**src/rtl/cpu_types_pkg.sv**
```systemverilog
// Shared CPU types used by the pipeline hazard controller.
//   hz_state_t : hazard FSM state (RUN, DWAIT, BUBBLE, HALTED)
//   regbits_t  : architectural register index (5 bits)
//   load_use() : detects a load in EX whose destination feeds the ID sources
package cpu_types_pkg;

   localparam int REG_W = 5;

   typedef logic [REG_W-1:0] regbits_t;

   typedef enum logic [1:0] {
      RUN    = 2'd0,
      DWAIT  = 2'd1,
      BUBBLE = 2'd2,
      HALTED = 2'd3
   } hz_state_t;

   // $0 is hard-wired to zero, so a load targeting it can never create a
   // real dependency.
   function automatic logic load_use(input logic     ex_dren,
                                     input regbits_t ex_rd,
                                     input regbits_t id_rs,
                                     input regbits_t id_rt);
      return ex_dren && (ex_rd != '0) && ((ex_rd == id_rs) || (ex_rd == id_rt));
   endfunction

endpackage

```
**src/rtl/hz_perf_counter.sv**
```systemverilog
// Saturating event counter for pipeline stall statistics.
// Ports:
//   CLK   : clock, rising-edge
//   nRST  : synchronous active-low reset, clears the count
//   inc   : count one event this cycle
//   count : current count, sticks at all-ones
module hz_perf_counter #(
   parameter int CNTW = 32
) (
   input  logic            CLK,
   input  logic            nRST,
   input  logic            inc,
   output logic [CNTW-1:0] count
);

   // NOTE: sequential state uses non-blocking assignments so every register
   // samples pre-edge values regardless of block ordering.
   always_ff @(posedge CLK) begin
      if (!nRST) begin
         count <= '0;
      end else if (inc && (count != '1)) begin
         count <= count + CNTW'(1);
      end
   end

endmodule

```
**src/rtl/hazard_ctrl.sv**
```systemverilog
// Pipeline hazard controller: produces per-latch write enables and flushes
// for data-memory stalls, load-use bubbles, taken control transfers,
// instruction-fetch misses and HALT.
// Ports:
//   CLK, nRST          : clock; synchronous active-low reset
//   ihit, dhit         : instruction / data memory completion
//   mem_dREN, mem_dWEN : MEM-stage load / store request
//   ex_dREN, ex_rd     : EX-stage load flag and destination register
//   id_rs, id_rt       : ID-stage source registers
//   jmp_taken          : jump or taken branch resolved this cycle
//   mem_halt           : HALT has reached MEM
//   wen, flush         : per-latch write enable / synchronous clear (comb.)
//   halted, hz_state   : registered halt flag and FSM state
//   stall_cnt          : saturating count of front-end stall cycles
module hazard_ctrl
   import cpu_types_pkg::*;
#(
   parameter int NLATCH     = 4,
   parameter int BR_LATCH   = 2,
   parameter int LU_BUBBLES = 1,
   parameter int CNTW       = 32
) (
   input  logic              CLK,
   input  logic              nRST,
   input  logic              ihit,
   input  logic              dhit,
   input  logic              mem_dREN,
   input  logic              mem_dWEN,
   input  logic              ex_dREN,
   input  regbits_t          ex_rd,
   input  regbits_t          id_rs,
   input  regbits_t          id_rt,
   input  logic              jmp_taken,
   input  logic              mem_halt,
   output logic [NLATCH-1:0] wen,
   output logic [NLATCH-1:0] flush,
   output logic              halted,
   output hz_state_t         hz_state,
   output logic [CNTW-1:0]   stall_cnt
);

   localparam int             BCW       = 2;
   localparam logic [BCW-1:0] LU_RELOAD = BCW'(LU_BUBBLES - 1);

   // Load-use: hold IF/ID, clear ID/EX, let everything downstream advance.
   localparam logic [NLATCH-1:0] LU_WEN   = {{(NLATCH-1){1'b1}}, 1'b0};
   localparam logic [NLATCH-1:0] LU_FLUSH = NLATCH'(2);
   // Fetch miss: clear IF/ID, rest advances.
   localparam logic [NLATCH-1:0] IM_FLUSH = NLATCH'(1);
   // HALT: only MEM/WB is written so the HALT retires.
   localparam logic [NLATCH-1:0] HALT_WEN = {1'b1, {(NLATCH-1){1'b0}}};

   hz_state_t         state, next_state;
   logic [BCW-1:0]    bcnt, next_bcnt;
   logic [NLATCH-1:0] br_mask;
   logic              dstall;
   logic              lu_hit;
   logic              take_run;

   assign dstall = (mem_dREN || mem_dWEN) && !dhit;
   assign lu_hit = load_use(ex_dREN, ex_rd, id_rs, id_rt);

   always_comb begin
      br_mask = '0;
      for (int i = 0; i < NLATCH; i++) begin
         if (i < BR_LATCH) br_mask[i] = 1'b1;
      end
   end

   // NOTE: every output of this block is assigned a default first so no
   // path through the case statements can infer a latch.
   always_comb begin
      wen        = '0;
      flush      = '0;
      next_state = state;
      next_bcnt  = bcnt;
      take_run   = 1'b0;

      case (state)
         RUN, DWAIT: begin
            if (dstall) next_state = DWAIT;
            else        take_run   = 1'b1;
         end
         BUBBLE: begin
            // A data stall freezes the bubble sequence in place; HALT and
            // control transfers pre-empt the remaining bubbles.
            if (!dstall) begin
               if (mem_halt || jmp_taken) begin
                  take_run = 1'b1;
               end else begin
                  wen       = LU_WEN;
                  flush     = LU_FLUSH;
                  next_bcnt = bcnt - BCW'(1);
                  if (next_bcnt == '0) next_state = RUN;
               end
            end
         end
         HALTED: begin
         end
         default: next_state = RUN;
      endcase

      if (take_run) begin
         next_state = RUN;
         if (mem_halt) begin
            wen        = HALT_WEN;
            next_bcnt  = '0;
            next_state = HALTED;
         end else if (jmp_taken) begin
            wen       = '1;
            flush     = br_mask;
            next_bcnt = '0;
         end else if (lu_hit) begin
            wen   = LU_WEN;
            flush = LU_FLUSH;
            if (LU_BUBBLES > 1) begin
               next_bcnt  = LU_RELOAD;
               next_state = BUBBLE;
            end
         end else if (!ihit) begin
            wen   = LU_WEN;
            flush = IM_FLUSH;
         end else begin
            wen = '1;
         end
      end

      // Reset clears every latch combinationally, whatever the FSM is doing.
      if (!nRST) begin
         wen   = '0;
         flush = '1;
      end
   end

   always_ff @(posedge CLK) begin
      if (!nRST) begin
         state <= RUN;
         bcnt  <= '0;
      end else begin
         state <= next_state;
         bcnt  <= next_bcnt;
      end
   end

   assign hz_state = state;
   assign halted   = (state == HALTED);

   hz_perf_counter #(
      .CNTW (CNTW)
   ) u_stall_cnt (
      .CLK   (CLK),
      .nRST  (nRST),
      .inc   ((!wen[0] || flush[0]) && (state != HALTED)),
      .count (stall_cnt)
   );

endmodule

```
**config.mk**
```make
export PLATFORM = sky130hd
export DESIGN_NAME = hazard_ctrl
export DESIGN_NICKNAME = d
export VERILOG_FILES = /design/src/rtl/cpu_types_pkg.sv /design/src/rtl/hz_perf_counter.sv /design/src/rtl/hazard_ctrl.sv
export SDC_FILE = /design/constraint.sdc
export NUM_CORES = 1
export LEC_CHECK = 0
export BUFFER_PORTS_ARGS = -buffer_cell sky130_fd_sc_hd__buf_2
export CORE_AREA = 2 2 74 76
export DETAILED_ROUTE_END_ITERATION = 10
export DIE_AREA = 0 0 76 78
export MAX_ROUTING_LAYER = met4
export PLACE_DENSITY = 0.7
export SYNTH_ARGS = -nofsm -noshare
export SYNTH_HDL_FRONTEND = slang
export SYNTH_SLANG_ARGS = --single-unit
export TNS_END_PERCENT = 50
```
**constraint.sdc**
```tcl
create_clock -name CLK -period 3.4 [get_ports CLK]
set_input_delay 0.17 -clock CLK [delete_from_list [all_inputs] [get_ports CLK]]
set_output_delay 0.17 -clock CLK [all_outputs]
set_load 0.01 [all_outputs]
```
==> results.md <==
* FFs w/ async S/R, synth at 0%
* WHS Path Cells at 3
* Post-Route WL at 5850 um
* Drt first pass iters at 4
* RSZ-0062 raised after global routing: no
* Pins Over Slew Limit at 0
* Worst-case reg-to-reg path depth at 6
* Hold-fix buffers at CTS at 0
* Ports at 67
* Worst-path cell chain: nand4_2 > or4_1 > nor4_4 > buf_4 > nor4_1 > mux2i_1
* Final setup fails at 0
* CTS Buf Count at 5
* Delay-heaviest family, CP: simple AND/OR/NAND/NOR gates
* Drt drc at 0
* Largest stage delay, worst path at 720 ps
* Worst slew pin tran at 769 ps
* Synth Instances at 281
* Flops & latches, synth at 36
* Max Clk Rate at 396 MHz
* Worst-case clock buffer depth at 2
* Count of input and output buffers at 66
* Post-route setup slack at 876 ps
* TritonCTS clock tree: yes
* Yosys cell types at 47
* Min-delay worst type: input pin to flop
* CTS Root Cell: clkbuf_8
* Reg2reg start: u_stall_cnt.count[4]
* Sequential area share after synthesis at 32.1%
* Crit path DAT at 2700 ps
* Routability cong. at 0.802
* Sink Count at 36
* Placed cells at 402
* Logic pwr share at 11.2%
* Net Switching at 0.219 mW
* Maxcap violations at 0
* PostCTS Resize Cnt at 0
* Core Box Area at 5040 um2
* Hold_sp: mem_halt
* Non-Filler Instances at 410
* Avg Cell Area, Syn at 8.00 um2
* Sequential cell area at 721 um2
* Antenna diodes at 0
* Detailed Route Iter0 Violations at 76
* Syn Nets at 307
* Clk_lat worst skew at 290 ps
* Nets@finish at 365
* Syn Std Cell Area at 2250 um2
* P&R area growth vs syn at 20.5%
* Die ar. at 5930 um2
* Worst setup SP type: flop
* Worst slack, placed at 900 ps
* Crit end category: flop
* Critical path buffers and inverters at 1
* Grt total ovfl at 0
* Clock share of power at 41.0%
* Hold endpoint: hz_state[0]
* Post-route clock period utilization at 74.2%
* Largest net degree at the start of global routing at 37
* Post-DR wirelength/cell at 14.3 um
* Sw Share at 24.1%
* Slowest CP cell: or4_1
* Clk slew on worst S/H paths at 80 ps
* Pleak at 1.04 nW
* Vias per std cell at 5.79
* Crit path kind: flop to flop
* Reg2Reg Setup Slack at 880 ps
* Main synth FF type: dfxtp_1
* Post-synth EDFFs at 0
* Final Hold Viols at 0
* DP Wirelength at 4090 um
* Pwr/cell area at 336 nW/um2
* Crit path max fanout at 13
* DRT antenna net count at 0
* Int Pwr at 0.690 mW
* Total GRT Usage at 21.3%
* Setup TNS at 0 ps
* Row count at 26
* Critical Path RT at 3570 ps
* Starting Density at 44.6%
* Layout Skew at 7.44 ps
* H-Tree Level Count at 2
* Fill count at 503
* Core Util, Final at 53.7%
* Area of the multi-input gates at 1420 um2
* First-pass GRT wire length at 10,300 um
* Vias in the first global route at 2,269
* Tmin final at 2520 ps
* Outcome: complete, no violations
* Peak supply drop at 0.000317 V
* Via Count at 2,372
* Sequential Power Share at 47.9%
* Die Y at 78 um
* Layout cells sized above 1 at 24.4%
* R2r endpoint: u_stall_cnt.count[18]
* Max transition margin at 48.6%
* # Post-CTS Setup Buffers at 0
* Synthesis Warnings at 0
* DIE WIDTH at 76 um
* Initial antenna violation count at 0
[flip-flops by register name (all words and copies together) (netlist names)]
register,cells
hz_state,2
u_stall_cnt.count,32
bcnt,2
[cells in the mapped netlist (2+ instances only)]
library cell  number  area (um2)
nand3_1           16        80.1
ha_1               2        25.0
nand2_1           30         113
nor4_1             5        31.3
o31ai_1           17         128
buf_1              2        7.51
nor2_1            15        56.3
buf_2              4        20.0
nor3_1             7        35.0
a21oi_1           22         110
o31a_1             2        17.5
o311ai_0           4        35.0
mux2i_1            8        80.1
buf_4              3        22.5
dfxtp_1           36         721
o21ai_0            8        40.0
inv_1              4        15.0
o21a_1             4        30.0
xnor2_1           11        96.3
clkbuf_1           9        33.8
nand4_1            8        50.1
o211ai_1           2        15.0
nor2b_1            2        12.5
nand2b_1          12        75.1
or4_1             18         135
o41ai_1            4        35.0
nor3b_1            2        15.0
and3_1             5        31.3
[per-layer routing]
layer  GRT usage (%)  up-vias  share of wire, %
met5               -        -                 0
met4            6.00        0              0.89
met3            3.72        7               4.0
met2            36.8       45                51
met1            25.7     1134                44
li1                -     1186                 -
[power groups by stage]
stage	Sequential, mW	Combinational, mW	Clock [mW]
floorplan	0.446	0.0605	0
CTS	0.435	0.102	0.381
global placement	0.445	0.101	0
global route	0.436	0.114	0.398
detailed placement	0.445	0.102	0
finish	0.435	0.101	0.372
[cells in the final DEF, fill, tap and decap left out, types with 4 or more instances in the layout]
cell type  count
o21a_1         4
mux2i_1        8
nor2_1        15
or4_1         18
buf_2         66
buf_4          4
nand2_1       30
clkbuf_8       5
a21oi_1       22
inv_1          4
o31ai_1       17
dfxtp_1       36
nor4_1         5
nor3_1         7
xnor2_1       11
nand2b_1      12
nand4_1        8
o21ai_0        8
nand3_1       16
o311ai_0       4
o41ai_1        4
and3_1         5
[cell type report]
cell class,instances,area share [%]
clock buffer,6,2.68
tap,70,3.23
inverter,4,0.555
clock inverter,2,1.29
timing repair buffer,70,13.3
sequential,36,26.6
multi-input combinational,222,52.3
[worst max path at each step]
stage | start | endpoint | slack, ps | depth (start not counted)
after global routing | u_stall_cnt.count[4] | u_stall_cnt.count[18] | 720 | 6
after detailed placement | u_stall_cnt.count[4] | u_stall_cnt.count[18] | 900 | 6
final | u_stall_cnt.count[4] | u_stall_cnt.count[18] | 880 | 6
after global placement | u_stall_cnt.count[4] | u_stall_cnt.count[18] | 950 | 6
after CTS | u_stall_cnt.count[4] | u_stall_cnt.count[18] | 900 | 6
after floorplan | u_stall_cnt.count[4] | u_stall_cnt.count[4] | 1060 | 8
[stage by stage]
| step | cell area [um2] | power [mW] | hold WS [ps] |
|---|---|---|---|
| finish | 2710 | 0.909 | 170 |
| global route | 2710 | 0.948 | 186 |
| CTS | 2710 | 0.918 | 164 |
| detailed placement | 2600 | 0.547 | 466 |
| global placement | 2600 | 0.546 | 469 |
| floorplan | 2250 | 0.506 | 308 |
[cell families (layout without fill, tap and decap cells)]
family	Yosys count	count (layout)	share of synthesized area, %
AND/OR/NAND/NOR	131	131	33.1
adder cells (fa/ha/maj)	2	2	1.11
buffers and inverters	23	82	4.90
AO/OA/AOI/OAI	70	70	20.9
flip-flops	36	36	32.1
XOR/XNOR	11	11	4.29
multiplexers	8	8	3.56
[worst register-to-register path, stage by stage, from the launching register on]
cell	delay, ps
dfxtp_1	440
nand4_2	230
or4_1	720
nor4_4	510
buf_4	280
nor4_1	80
mux2i_1	150
Power figures use the tool's default switching activity.
